### src/rtl/sample_stream_pkg.sv
// Shared types and constants for the UART-to-DAC sample stream buffer.
package sample_stream_pkg;

    typedef enum logic {
        FILL,
        PLAY
    } play_state_t;

    typedef enum logic {
        LOW,
        HIGH
    } byte_phase_t;

    localparam logic [15:0] DEFAULT_IDLE_VALUE = 16'h8000;

endpackage

### src/rtl/sync_fifo.sv
// Single-clock FIFO with registered read data; occupancy comes from
// read/write counters that carry one extra MSB to tell full from empty.
module sync_fifo #(
    parameter int WIDTH      = 16,
    parameter int DEPTH_LOG2 = 8
) (
    input  logic                  clk,
    input  logic                  reset_n,
    input  logic                  wr_en,
    input  logic [WIDTH-1:0]      wr_data,
    input  logic                  rd_en,
    output logic [WIDTH-1:0]      rd_data,
    output logic                  full,
    output logic                  empty,
    output logic [DEPTH_LOG2:0]   level
);

    localparam int DEPTH = 1 << DEPTH_LOG2;

    logic [WIDTH-1:0]    mem [DEPTH];
    logic [DEPTH_LOG2:0] wr_count;
    logic [DEPTH_LOG2:0] rd_count;
    logic                do_write;
    logic                do_read;

    assign level    = wr_count - rd_count;
    assign full     = (level == (DEPTH_LOG2+1)'(DEPTH));
    assign empty    = (level == '0);
    assign do_read  = rd_en && !empty;
    // A read in the same cycle frees the slot, so a full FIFO still accepts.
    assign do_write = wr_en && (!full || do_read);

    always_ff @(posedge clk) begin
        if (do_write) begin
            mem[wr_count[DEPTH_LOG2-1:0]] <= wr_data;
        end
    end

    always_ff @(posedge clk or negedge reset_n) begin
        if (!reset_n) begin
            wr_count <= '0;
            rd_count <= '0;
            rd_data  <= '0;
        end else begin
            if (do_write) begin
                wr_count <= wr_count + (DEPTH_LOG2+1)'(1);
            end
            if (do_read) begin
                rd_count <= rd_count + (DEPTH_LOG2+1)'(1);
                rd_data  <= mem[rd_count[DEPTH_LOG2-1:0]];
            end
        end
    end

endmodule

### src/rtl/sample_stream_buffer.sv
// Assembles little-endian 16-bit samples from UART bytes, buffers them and
// releases one per DAC tick once enough samples are prefilled.
module sample_stream_buffer
    import sample_stream_pkg::*;
#(
    parameter int              BITS       = 16,
    parameter int              DEPTH_LOG2 = 8,
    parameter int              PREFILL    = 128,
    parameter int              TIMEOUT    = 2048,
    parameter logic [BITS-1:0] IDLE_VALUE = DEFAULT_IDLE_VALUE
) (
    input  logic                  clk,
    input  logic                  reset_n,
    input  logic [7:0]            rx_byte,
    input  logic                  rx_received,
    input  logic                  sample_tick,
    output logic [BITS-1:0]       sample_out,
    output logic                  playing,
    output logic                  underrun,
    output logic                  overflow,
    output logic [DEPTH_LOG2:0]   level
);

    localparam int CNT_W = $clog2(TIMEOUT + 1);

    play_state_t      state;
    byte_phase_t      phase;
    logic [7:0]       low_byte;
    logic [CNT_W-1:0] idle_cnt;
    logic             show_fifo;
    logic [BITS-1:0]  fifo_rd_data;
    logic             fifo_full;
    logic             fifo_empty;
    logic             wr_req;
    logic             rd_fire;

    assign wr_req  = rx_received && (phase == HIGH);
    assign rd_fire = sample_tick && (state == PLAY) && !fifo_empty;

    sync_fifo #(
        .WIDTH      (BITS),
        .DEPTH_LOG2 (DEPTH_LOG2)
    ) u_fifo (
        .clk     (clk),
        .reset_n (reset_n),
        .wr_en   (wr_req),
        .wr_data ({rx_byte, low_byte}),
        .rd_en   (rd_fire),
        .rd_data (fifo_rd_data),
        .full    (fifo_full),
        .empty   (fifo_empty),
        .level   (level)
    );

    // A half-received sample left waiting for TIMEOUT cycles is abandoned,
    // so the next byte realigns as a low byte.
    always_ff @(posedge clk or negedge reset_n) begin
        if (!reset_n) begin
            phase    <= LOW;
            low_byte <= '0;
            idle_cnt <= '0;
        end else if (rx_received) begin
            idle_cnt <= '0;
            if (phase == LOW) begin
                low_byte <= rx_byte;
                phase    <= HIGH;
            end else begin
                phase    <= LOW;
            end
        end else if (idle_cnt != CNT_W'(TIMEOUT)) begin
            idle_cnt <= idle_cnt + CNT_W'(1);
            if (idle_cnt == CNT_W'(TIMEOUT - 1)) begin
                phase <= LOW;
            end
        end
    end

    // show_fifo selects the FIFO read register; it stays set through an
    // underrun so the last sample holds until the FILL cycle clears it.
    always_ff @(posedge clk or negedge reset_n) begin
        if (!reset_n) begin
            state     <= FILL;
            show_fifo <= 1'b0;
            underrun  <= 1'b0;
            overflow  <= 1'b0;
        end else begin
            underrun <= 1'b0;
            if (wr_req && fifo_full && !rd_fire) begin
                overflow <= 1'b1;
            end
            case (state)
                FILL: begin
                    show_fifo <= 1'b0;
                    if (level >= (DEPTH_LOG2+1)'(PREFILL)) begin
                        state <= PLAY;
                    end
                end
                PLAY: begin
                    if (sample_tick) begin
                        if (fifo_empty) begin
                            underrun <= 1'b1;
                            state    <= FILL;
                        end else begin
                            show_fifo <= 1'b1;
                        end
                    end
                end
            endcase
        end
    end

    assign sample_out = show_fifo ? fifo_rd_data : IDLE_VALUE;
    assign playing    = (state == PLAY);

endmodule

### config.mk
export PLATFORM = sky130hd
export DESIGN_NAME = sample_stream_buffer
export DESIGN_NICKNAME = d
export VERILOG_FILES = /design/src/rtl/sample_stream_pkg.sv /design/src/rtl/sync_fifo.sv /design/src/rtl/sample_stream_buffer.sv
export SDC_FILE = /design/constraint.sdc
export NUM_CORES = 2
export LEC_CHECK = 0
export CAP_MARGIN = 10
export CELL_PAD_IN_SITES_DETAIL_PLACEMENT = 1
export CELL_PAD_IN_SITES_GLOBAL_PLACEMENT = 1
export CORE_ASPECT_RATIO = 1.2
export CORE_MARGIN = 4
export CORE_UTILIZATION = 60
export DETAILED_ROUTE_END_ITERATION = 12
export GPL_ROUTABILITY_DRIVEN = 0
export PLACE_DENSITY_LB_ADDON = 0.1
export SETUP_SLACK_MARGIN = 0.4
export SKIP_LAST_GASP = 1
export SLEW_MARGIN = 20
export SYNTH_ARGS = -nofsm -noshare
export SYNTH_HDL_FRONTEND = slang
export SYNTH_SLANG_ARGS = --single-unit
### constraint.sdc
create_clock -name clk -period 11.7 [get_ports clk]
set_clock_uncertainty 0.05 [all_clocks]
set_input_delay 2.34 -clock clk [delete_from_list [all_inputs] [get_ports clk]]
set_output_delay 2.34 -clock clk [all_outputs]
set_load 0.05 [all_outputs]
==> After elaboration in Yosys (flattened, before gate mapping) <==
Memories as Yosys holds them, arrays and structs flattened. A register that Yosys moved wholly into a read port is not among the register bits.
Index checks and enable logic that the tools add are counted.
{ "totals": {"in_bits": 12, "latch_bits": 0, "romBits": 0, "n_memories": 1, "regBits": 43, "mem_bits_rw": 4096, "word_cells": 59, "output_inout_bits": 28} }
{ "classes": {"magnitude_cmp": 1, "n_eq_ne": 5, "add_sub_neg": 4, "n_shift": 0, "multipliers": 0, "reduce_logical": 18, "div": 0, "mux": 19, "bitwise_logic": 2} }
{ "mem_list": {"columns": ["name", "depth", "word_bits", "read_ports", "rd_ports_with_merged_regs", "wr", "line_no", "rtl"], "rows": [
  ["u_fifo.mem", 256, 16, 1, 1, 1, "sync_fifo.sv:20", "logic [WIDTH-1:0] mem [DEPTH];"]
]} }
{ "op_table": {"columns": ["op", "n"], "rows": [
  ["12-bit 2-to-1 mux", 2],
  ["9-bit by 1-bit adder with 9-bit output (second input constant)", 2],
  ["16-bit 2-to-1 mux", 1],
  ["1-bit 2-to-1 mux", 14],
  ["12-bit by 1-bit adder with 12-bit output (second input constant)", 1],
  ["12-bit by 11-bit == test with 1-bit output (second input constant)", 1],
  ["12-bit != test (second input constant)", 1],
  ["9-bit == test (second input constant)", 1],
  ["9-bit by 8-bit >= comparator with 1-bit output (second input constant)", 1],
  ["9-bit zero test", 1],
  ["9-bit subtractor", 1],
  ["1-bit logical AND", 7],
  ["2-bit AND reduction", 3],
  ["1-bit zero test", 4],
  ["2-bit != test (second input constant)", 2],
  ["1-bit one-hot mux with 2 select lines", 2],
  ["2-bit nonzero test", 2],
  ["1-bit inverter", 2],
  ["1-bit logical OR", 1]
]} }

==> Depth between registers and ports, before layout <==
{ "depth": {"depth_word": 9, "depth_mapped": 15, "ltp_nobuf": 11} }

==> Cells and area by module <==
From an unflattened synthesis, not the netlist that was laid out.
{ "hier_totals": {"cells_unflattened": 7944, "area_unflattened_um2": 161670.1} }
{ "by_module_without_submodules": {"columns": ["mod", "cells_each", "instances", "seq_area_each_um2", "area_per_inst_um2"], "rows": [
  ["sync_fifo", 7823, 1, 123848.8, 160418.9],
  ["sample_stream_buffer", 121, 1, 625.6, 1251.2]
]} }

==> Worst setup path before layout <==
Ideal clock, no wire load.
{ "synth_timing": {"path_kind": "register -> output", "from": "register u_fifo.rd_count[4]", "to": "output level[7]", "path_slack_ns": 6.202, "required_ns": 9.310, "path_stages_with_launch": 12, "path_buffers": 4, "t_arrival_ns": 3.108, "path_cell_list": "dfrtp_1 -> clkbuf_1 -> clkbuf_1 -> inv_1 -> clkbuf_1 -> clkbuf_1 -> ha_1 -> and2_1 -> a221o_1 -> o2111a_1 -> a311oi_4 -> inv_1"} }
{ "synth_between": {"elab_chain_len": 1} }
{ "synth_lines": {"columns": ["item", "line_no", "rtl"], "rows": [
  ["start: declaration", "sync_fifo.sv:22", "logic [DEPTH_LOG2:0] rd_count;"],
  ["start signal: assignment", "sync_fifo.sv:49", "rd_count <= rd_count + (DEPTH_LOG2+1)'(1);"],
  ["9-bit subtractor", "sync_fifo.sv:26", "assign level = wr_count - rd_count;"],
  ["end: declaration", "sample_stream_buffer.sv:21", "output logic [DEPTH_LOG2:0] level"]
]} }
Every way passes these cells.

==> Worst setup path after layout <==
{ "layout_timing": {"from": "register u_fifo.rd_count[1]", "to": "output level[7]"} }
Same word-level chain as after synthesis.

==> summary.md <==
| Metric | Value |
|---|---|
| Worst reg2reg path startpoint | u_fifo.rd_count[0] |
| Async set-reset flop share out of synthesis | 0.0142 |
| Unrepaired setup endpoints after global routing | false |
| Cell area power density | 245 nW/µm² |
| Post-route setup slack | 4750 ps |
| Die W | 481 µm |
| Vias in the first global route | 87900 |
| Pin count of the biggest net entering global routing | 171 |
| Post-cts resize count | 0 |
| Wire length per cell | 41.0 µm |
| Fillers | 21000 |
| Skew-Pair Late Insertion Delay | 910 ps |
| Worst reg2reg setup slack | 5660 ps |
| Total grt overflow | 0 |
| Residual DRC | 0 |
| Area growth from synthesis to layout | 12.3% |
| Hold Crit Start | u_fifo.rd_data[15] |
| Post-CTS Setup Inserts | 0 |
| Largest area contributor in the netlist | edfxtp_1 |
| Worst setup path endpoint | level[7] |
| Number of synthesis warnings | 0 |
| Slew Viols, Final | 0 |
| Hold Fails Final Rpt | 0 |
| CTS tree | done |
| Fin crit share | 0.594 |
| Die height | 575 µm |
| CTS Buf Count | 396 |
| Setup TNS | 0 ps |
| CP Data Required Time | 9310 ps |
| Max frequency | 144 MHz |
| Seq cells post-synth | 4155 |
| Place WS | 5110 ps |
| Antenna violations before repair | 31 |
| First-pass detailed-route iteration total | 6 |
| Num Clock Sinks | 4155 |
| Critical Path Source | u_fifo.rd_count[1] |
| Static Leak | 0.0579 µW |
| Synth unique cells | 76 |
| DRT antenna net count | 0 |
| Post-CTS Hold Fix Bufs | 0 |
| Seq/Total Area, Yosys | 0.773 |
| Max clock buf depth | 4 |
| GRT Total Usage | 0.358 |
| Final Setup Violations | 0 |
| Commonest non-fill, non-tap cell in the layout | edfxtp_1 |
| Max-Cap Viols | 0 |
| Layout cells sized above 1 | 0.247 |
| Net count after synthesis | 7757 |
| Fin crit period | 6950 ps |
| Critical-path cell list | inv_4 > ha_1 > nor2b_1 > o211a_1 > o2111a_1 > a311oi_4 > inv_1 > clkdlybuf4s50_1 |
| Reg-to-Reg End | u_fifo.rd_data[10] |
| VDD IR-drop max | 251 µV |
| Port bufs | 39 |
| Slew HR | 0.137 |
| Type of origin of the critical path | flip-flop |
| Post-Synthesis Cells | 7729 |
| Crit Path Class | reg -> out |
| Post-synth EDFFs | 4096 |
| Syn_area_per_cell | 20.8 µm² |
| Die area | 277000 µm² |
| Most frequent cells in the layout | edfxtp_1, mux4_2, mux2i_1 |
| Post-synthesis cell area | 161000 µm² |
| Layout net count | 8118 |
| Clock root cell | clkbuf_16 |
| Largest cells by area after synthesis | edfxtp_1, mux4_2, mux2i_1 |
| Crit-path slowest cell | dfrtp_4 |
| Crit-path max FO | 34 |
| Total Wirelength | 492000 µm |
| Hpwl dp | 292000 µm |
| Critical path data arrival time | 4560 ps |
| Crit path largest cell delay | 920 ps |
| H-tree depth | 5 |
| CTS clk-pin slew, worst paths | 60 ps |
| DR vias/cell | 7.07 |
| Starting Density | 0.602 |
| Slew of the pin with the lowest slew margin | 1280 ps |
| Via count | 84800 |
| Run status | finished clean |
| Synth top area share | 0.764 |
| CP Capture Type | output port |
| Core Region | 267000 µm² |
| I/O pin cnt | 40 |
| Post-synth top flop | edfxtp_1 |
| Cells on worst reg2reg path | 10 |
| Hold Slack | 467 ps |
| Initial DRC Count | 12000 |
| Hold WC Path Type | reg -> reg |
| Std-Cell Rows | 208 |
| First-pass GRT wire length | 690000 µm |
area by class of cell:
class	instances	area [µm²]	area share
clock inverters	236	2140	0.0118
clock buffers	488	10500	0.0581
well taps	3570	4470	0.0247
inverters	17	73.8	0.000408
flip-flops and latches	4155	125000	0.688
repair buffers	440	3680	0.0203
multi-input cells	3080	35500	0.196
diodes	13	32.5	0.000180
metrics by stage:
stage                     utilization  instance area, µm²  total power, µW  cells
after detailed placement        0.629              168000            31500  11300
after floorplan                     -              161000            25600   7729
after global placement          0.628              168000            31200  11300
after global routing            0.677              181000            45300  12000
after CTS                       0.676              181000            44200  12000
final                           0.677              181000            44300  12000
report_power, final:
group	internal [µW]	switching [µW]
Clock	7200	5520
Sequential	16900	367
Combinational	4600	9730
critical path, delay by kind of cell (launching register included):
| family | cells | cell delay [ps] |
|---|---|---|
| buf+inv | 3 | 1160 |
| flops | 1 | 920 |
| simple gates | 1 | 140 |
| fa+ha+maj | 1 | 400 |
| compound gates | 3 | 990 |
how the worst min path moves through the flow:
stage / to / slack (ps) / cells after the start
after floorplan: u_fifo.rd_data[15] / 380 / 2
after CTS: u_fifo.wr_count[8] / 470 / 1
after detailed placement: u_fifo.rd_data[15] / 440 / 2
final: u_fifo.rd_data[15] / 470 / 2
after global routing: u_fifo.wr_count[8] / 490 / 1
after global placement: u_fifo.rd_data[15] / 430 / 2
cell usage after synthesis (all sizes together), types with 3 or more instances:
master and instances:
or4 3, and2 24, a22oi 223, nor4 16
xor2 14, o211ai 17, nor2 170, o21ai 94
o21a 3, nor2b 19, dfrtp 59, buf 292
a211o 11, nand2 203, o41ai 7, xnor2 13
edfxtp 4096, a221o 6, nand3 25, nor3 267
mux2 9, clkbuf 185, a32oi 13, nand2b 13
o221ai 8, nand4 5, mux2i 617, or2 5
inv 14, a22o 6, a21oi 138, a311oi 4
ha 15, clkinv 3, o22ai 109, mux4 778
a211oi 68, or3 8, nand3b 5, a31oi 41
a221oi 92
registers in the layout, indices dropped and copies added, names as in the netlist:
register,count
idle_cnt,12
low_byte,8
overflow,1
phase,1
playing,1
show_fifo,1
u_fifo.mem,4096
u_fifo.rd_count,9
u_fifo.rd_data,16
u_fifo.wr_count,9
underrun,1
cell families (layout without fill, tap and decap cells):
group	count (synthesis)	after routing	synth area share
fa+ha+maj	16	16	0.00129
other cells	0	13	0
buf+inv	494	1181	0.0169
simple gates	770	770	0.0221
compound gates	863	863	0.0374
xor+xnor	27	27	0.00152
flops	4155	4155	0.773
mux	1404	1404	0.148
metal layers:
| metal | track usage | vias up | share of wire |
|---|---|---|---|
| met2 | 0.568 | 5440 | 0.49 |
| met5 | 0 | - | 0.00015 |
| met3 | 0.0698 | 1230 | 0.094 |
| met4 | 0.228 | 10 | 0.078 |
| met1 | 0.462 | 45100 | 0.34 |
| li1 | - | 33100 | - |
No activity file was read; power rests on OpenSTA's default activity.
